--- src/rtl/full_adder_pkg.sv ---
// Shared constants for the full_adder_unit slice.
//   FA_DEFAULT_WIDTH : default operand width (1 gives the classic 1-bit full adder)
//   *_RST            : values the registered outputs take while rst is high
// Optional feature macro used by the top: FULL_ADDER_OVF_EN (signed overflow flag).
package full_adder_pkg;

    localparam int   FA_DEFAULT_WIDTH = 1;

    localparam logic SUM_RST_BIT = 1'b0;
    localparam logic COUT_RST    = 1'b0;
    localparam logic VLD_RST     = 1'b0;
    localparam logic OVF_RST     = 1'b0;

endpackage

--- src/rtl/full_adder_bit.sv ---
// One-bit full adder cell; chained by full_adder_unit to form the ripple adder.
// Ports:
//   a, b  : operand bits
//   cin   : carry into this bit
//   s     : sum bit, a ^ b ^ cin
//   cout  : carry out, majority(a, b, cin)
module full_adder_bit (
    input  logic a,
    input  logic b,
    input  logic cin,
    output logic s,
    output logic cout
);

    assign s    = a ^ b ^ cin;
    assign cout = (a & b) | (a & cin) | (b & cin);

endmodule

--- src/rtl/full_adder_unit.sv ---
// Parameterised ripple-carry adder: {Cout, S} = A + B + Cin, combinational,
// plus a one-cycle registered copy qualified by in_vld.
// Optional feature macro: FULL_ADDER_OVF_EN adds the signed overflow flag
// ovf and its registered copy ovf_q; without it those ports do not exist.
// Ports:
//   clk            : clock, rising edge
//   rst            : synchronous active-high reset of the registered outputs
//   A, B [WIDTH]   : operands
//   Cin            : carry in
//   in_vld         : qualifies A/B/Cin for capture into the registers
//   S [WIDTH]      : combinational sum, wraps mod 2^WIDTH
//   Cout           : combinational carry out
//   sum_q, cout_q  : registered S / Cout, loaded only when in_vld is high
//   vld_q          : registered in_vld
//   ovf, ovf_q     : signed overflow and its registered copy (FULL_ADDER_OVF_EN)
module full_adder_unit
    import full_adder_pkg::*;
#(
    parameter int WIDTH = FA_DEFAULT_WIDTH
) (
    input  logic             clk,
    input  logic             rst,
    input  logic [WIDTH-1:0] A,
    input  logic [WIDTH-1:0] B,
    input  logic             Cin,
    input  logic             in_vld,
    output logic [WIDTH-1:0] S,
    output logic             Cout,
    output logic [WIDTH-1:0] sum_q,
    output logic             cout_q,
    output logic             vld_q
`ifdef FULL_ADDER_OVF_EN
    ,
    output logic             ovf,
    output logic             ovf_q
`endif
);

    // carry[i] feeds bit i; carry[WIDTH] is the adder's carry out
    logic [WIDTH:0] carry;

    assign carry[0] = Cin;

    for (genvar i = 0; i < WIDTH; i++) begin : g_bit
        full_adder_bit u_bit (
            .a    (A[i]),
            .b    (B[i]),
            .cin  (carry[i]),
            .s    (S[i]),
            .cout (carry[i+1])
        );
    end

    assign Cout = carry[WIDTH];

`ifdef FULL_ADDER_OVF_EN
    // Two's-complement overflow: like-signed operands produced an unlike-signed sum
    assign ovf = (A[WIDTH-1] == B[WIDTH-1]) && (S[WIDTH-1] != A[WIDTH-1]);
`endif

    // vld_q follows in_vld every cycle; data registers hold when in_vld is low
    always_ff @(posedge clk) begin
        if (rst) begin
            sum_q  <= {WIDTH{SUM_RST_BIT}};
            cout_q <= COUT_RST;
            vld_q  <= VLD_RST;
`ifdef FULL_ADDER_OVF_EN
            ovf_q  <= OVF_RST;
`endif
        end else begin
            vld_q <= in_vld;
            if (in_vld) begin
                sum_q  <= S;
                cout_q <= Cout;
`ifdef FULL_ADDER_OVF_EN
                ovf_q  <= ovf;
`endif
            end
        end
    end

endmodule

--- config.mk ---
export PLATFORM = sky130hd
export DESIGN_NAME = full_adder_unit
export DESIGN_NICKNAME = d
export VERILOG_FILES = /design/src/rtl/full_adder_pkg.sv /design/src/rtl/full_adder_bit.sv /design/src/rtl/full_adder_unit.sv
export SDC_FILE = /design/constraint.sdc
export NUM_CORES = 1
export LEC_CHECK = 0
export BUFFER_PORTS_ARGS = -buffer_cell sky130_fd_sc_hd__buf_2
export CAP_MARGIN = 20
export CORE_AREA = 2 2 39 41
export CTS_CLUSTER_DIAMETER = 100
export DETAILED_ROUTE_END_ITERATION = 8
export DIE_AREA = 0 0 41 43
export PLACE_DENSITY_LB_ADDON = 0.15
export SLEW_MARGIN = 5
export SYNTH_ARGS = -nofsm -noshare
export SYNTH_HDL_FRONTEND = slang
export SYNTH_SLANG_ARGS = --single-unit
--- constraint.sdc ---
create_clock -name clk -period 2 [get_ports clk]
set_input_delay 0.2 -clock clk [delete_from_list [all_inputs] [get_ports clk]]
set_output_delay 0.2 -clock clk [all_outputs]
set_load 0.01 [all_outputs]
==> flow_summary_export.csv <==
group,metric,value,unit
outcome,status,"finished clean",
cells_and_area,instances_no_fill,39,
pwr,p_comb_share,15.3,%
yosys,syn_area,113.9,µm²
placed_design,io_buffers,10,
routing,drtAntennaViolNets,0,
sta,finalCriticalPeriod,1.207,ns
critical_path,crit_required,1.80,ns
critical_path,slowest_delay,0.56,ns
critical_path,endpoint_kind,"output port",
critical_path,path_common_cell,"buf_2",
critical_path,critical_path_class,"in2out",
yosys,yosys-top-cells-area,"dfxtp_1 (53%), fa_1 (18%), mux2i_1 (18%), nor2_1 (6.6%), nor2b_1 (5.5%)",
yosys,ys_types,5,
sta,fmax,828.6,MHz
yosys,yosys.area.top_type,"dfxtp_1",
pwr,powerDensity,978.9,nW/µm²
cells_and_area,drive_gt1_share,56.52,%
yosys,synth.top_cells.by_count,"dfxtp_1 (3), mux2i_1 (2), nor2_1 (2)",
clocking,cts_resized,0,
cells_and_area,post-route-util,15.19,%
critical_path,cpLargestDelayFamily,"adder cells",
pwr,cell_internal_pwr,0.0001548,W
pwr,seq_power_share,32.1,%
routing,dr.first_iter.drc_count,2,
run,timing.max_cap.violations,0,
yosys,yosysWarningCount,0,
clocking,cts_buffers,3,
routing,vias,109,
clocking,clock-sinks,3,
yosys,synth_cells,9,
sta,fin_skew,0,ns
clocking,cts_tree,"yes",
clocking,post_cts_buffers,0,
global_route,grt_usage,4.920,%
floorplan,io_pins,11,
clocking,cts_root_buffer,"clkbuf_4",
critical_path,arrival,1.01,ns
floorplan,row_count,14,
sta,tightest_slew,0.1205,ns
yosys,synth_async_sr_flop_share,0,%
cells_and_area,fillCellCount,162,
yosys,synth-edff-count,0,
floorplan,core_area,1384,µm²
routing,drcViolationCount,0,
clocking,max-clock-path-buffers,2,
cells_and_area,diodes,0,
sta,post-route-period-util,60.34,%
global_route,grt_pass1_vias,127,
global_route,grt_pass1_wl,503,µm
pwr,p_leak,0.1072,nW
sta,relSlewSlack,91.74,%
yosys,syn-num-nets,16,
critical_path,path_cells,"buf_2 -> fa_1 -> buf_2",
clocking,cts_hold_buf,0,
worst_hold_path,min_path_type,"in2reg",
floorplan,die_area,1763,µm²
routing,drt-pass1-iter-count,4,
critical_path,cpMaxStageDelayCell,"fa_1",
pwr,clkPwrFrac,52.6,%
yosys,synth.avg_cell_area,12.65,µm²
cells_and_area,final_nets,31,
sta,final.setup.tns,0,ns
routing,totalWireLength,309,µm
yosys,synth_top_flop_cell,"dfxtp_1",
clocking,path_clk_slew,0.04,ns
floorplan,start_util,8.228,%
yosys,yosysSeqAreaShare,52.75,%
critical_path,crit_buf_inv,2,
yosys,synth.most_common_cell,"dfxtp_1",
floorplan,die_h,43,µm
placed_design,place.gp.congestion,0.5195,
floorplan,dieWidth,41,µm
clocking,htreeDepth,1,
sta,hold_viol_final,0,
pwr,worst_ir_drop_vdd,253.7,µV
clocking,insertion_delay,0.23,ns
cells_and_area,syn2layout_area_growth,84.62,%
global_route,grt_max_degree,4,
sta,slew_violations,0,
pwr,p_sw_share,24.75,%
pwr,p_switching,0.00005093,W
yosys,ys_seq_elements,3,
routing,vias_per_cell,2.795,
placed_design,post-place-cells,35,
global_route,antenna_found_initial,0,
sta,rsz0062_at_grt,"no",
sta,setup_viol,0,
critical_path,start_kind,"input port",
yosys,netlist.area_leader.share,52.75,%
global_route,grt.overflow.total,0,
critical_path,crit_fanout,2,
routing,wl_per_cell,7.923,µm
[final cells by class]
| class | instances | area [µm²] | share of cell area, % |
|---|---|---|---|
| clock buffer | 4 | 26.28 | 12.50 |
| multi-input combinational | 6 | 53.80 | 25.60 |
| sequential | 3 | 60.06 | 28.57 |
| tap | 16 | 20.02 | 9.524 |
| timing repair buffer | 10 | 50.05 | 23.81 |
[layout by cell type (no fill, tap or decap)]
cell type	netlist	layout
nor2_1	2	2
nor2b_1	1	1
dfxtp_1	3	3
clkbuf_4	0	3
buf_2	0	10
mux2i_1	2	2
fa_1	1	1
clkbuf_1	0	1
[power by group through the flow]
| stage | logic [W] | registers, W | clock network, W |
|---|---|---|---|
| after CTS | 0.0000323 | 0.0000662 | 0.000115 |
| after global routing | 0.0000359 | 0.0000669 | 0.000119 |
| after global placement | 0.0000311 | 0.0000670 | 0 |
| after detailed placement | 0.0000321 | 0.0000671 | 0 |
| final | 0.0000314 | 0.0000661 | 0.000108 |
| after floorplan | 0.0000130 | 0.0000694 | 0 |
[layer usage]
metal  track usage, %  wire length [µm]  vias to the layer above
li1                 -                 -                       57
met1            5.466               150                       41
met2            4.375                83                       11
met3            4.712                75                        0
met4            6.000                 0                        0
met5                0                 0                        -
[sequential cells by signal (all words and copies together) (netlist names)]
register,cells
cout_q,1
sum_q,1
vld_q,1
[cells by family after synthesis]
family | Yosys count | synth area share [%]
and+or+nand+nor | 3 | 12.09
muxes | 2 | 17.58
adders and majority gates | 1 | 17.58
DFF | 3 | 52.75
[metrics by stage]
stage | power, W | hold WS, ns | setup WS [ns] | cell area [µm²]
2_1_floorplan | 0.00008239 | 0.2716 | 0.9668 | 113.9
3_3_place_gp | 0.00009814 | 0.3966 | 0.7930 | 183.9
3_5_place_dp | 0.00009919 | 0.4012 | 0.7834 | 183.9
4_1_cts | 0.0002136 | 0.1489 | 0.7834 | 210.2
5_1_grt | 0.0002216 | 0.1656 | 0.7637 | 210.2
6_report | 0.0002058 | 0.1564 | 0.7932 | 210.2
[path summary, 6_finish.rpt]
kind                             from  cells after the start  slack [ns]                  end
setup / recovery                    A                      3        0.79                    S
hold / removal                    rst                      2        0.16   sum_q$_SDFFE_PP0P_
setup reg to reg  cout_q$_SDFFE_PP0P_                      2        1.41  cout_q$_SDFFE_PP0P_
hold reg to reg    sum_q$_SDFFE_PP0P_                      2        0.49   sum_q$_SDFFE_PP0P_
Power figures use the tool's default switching activity.
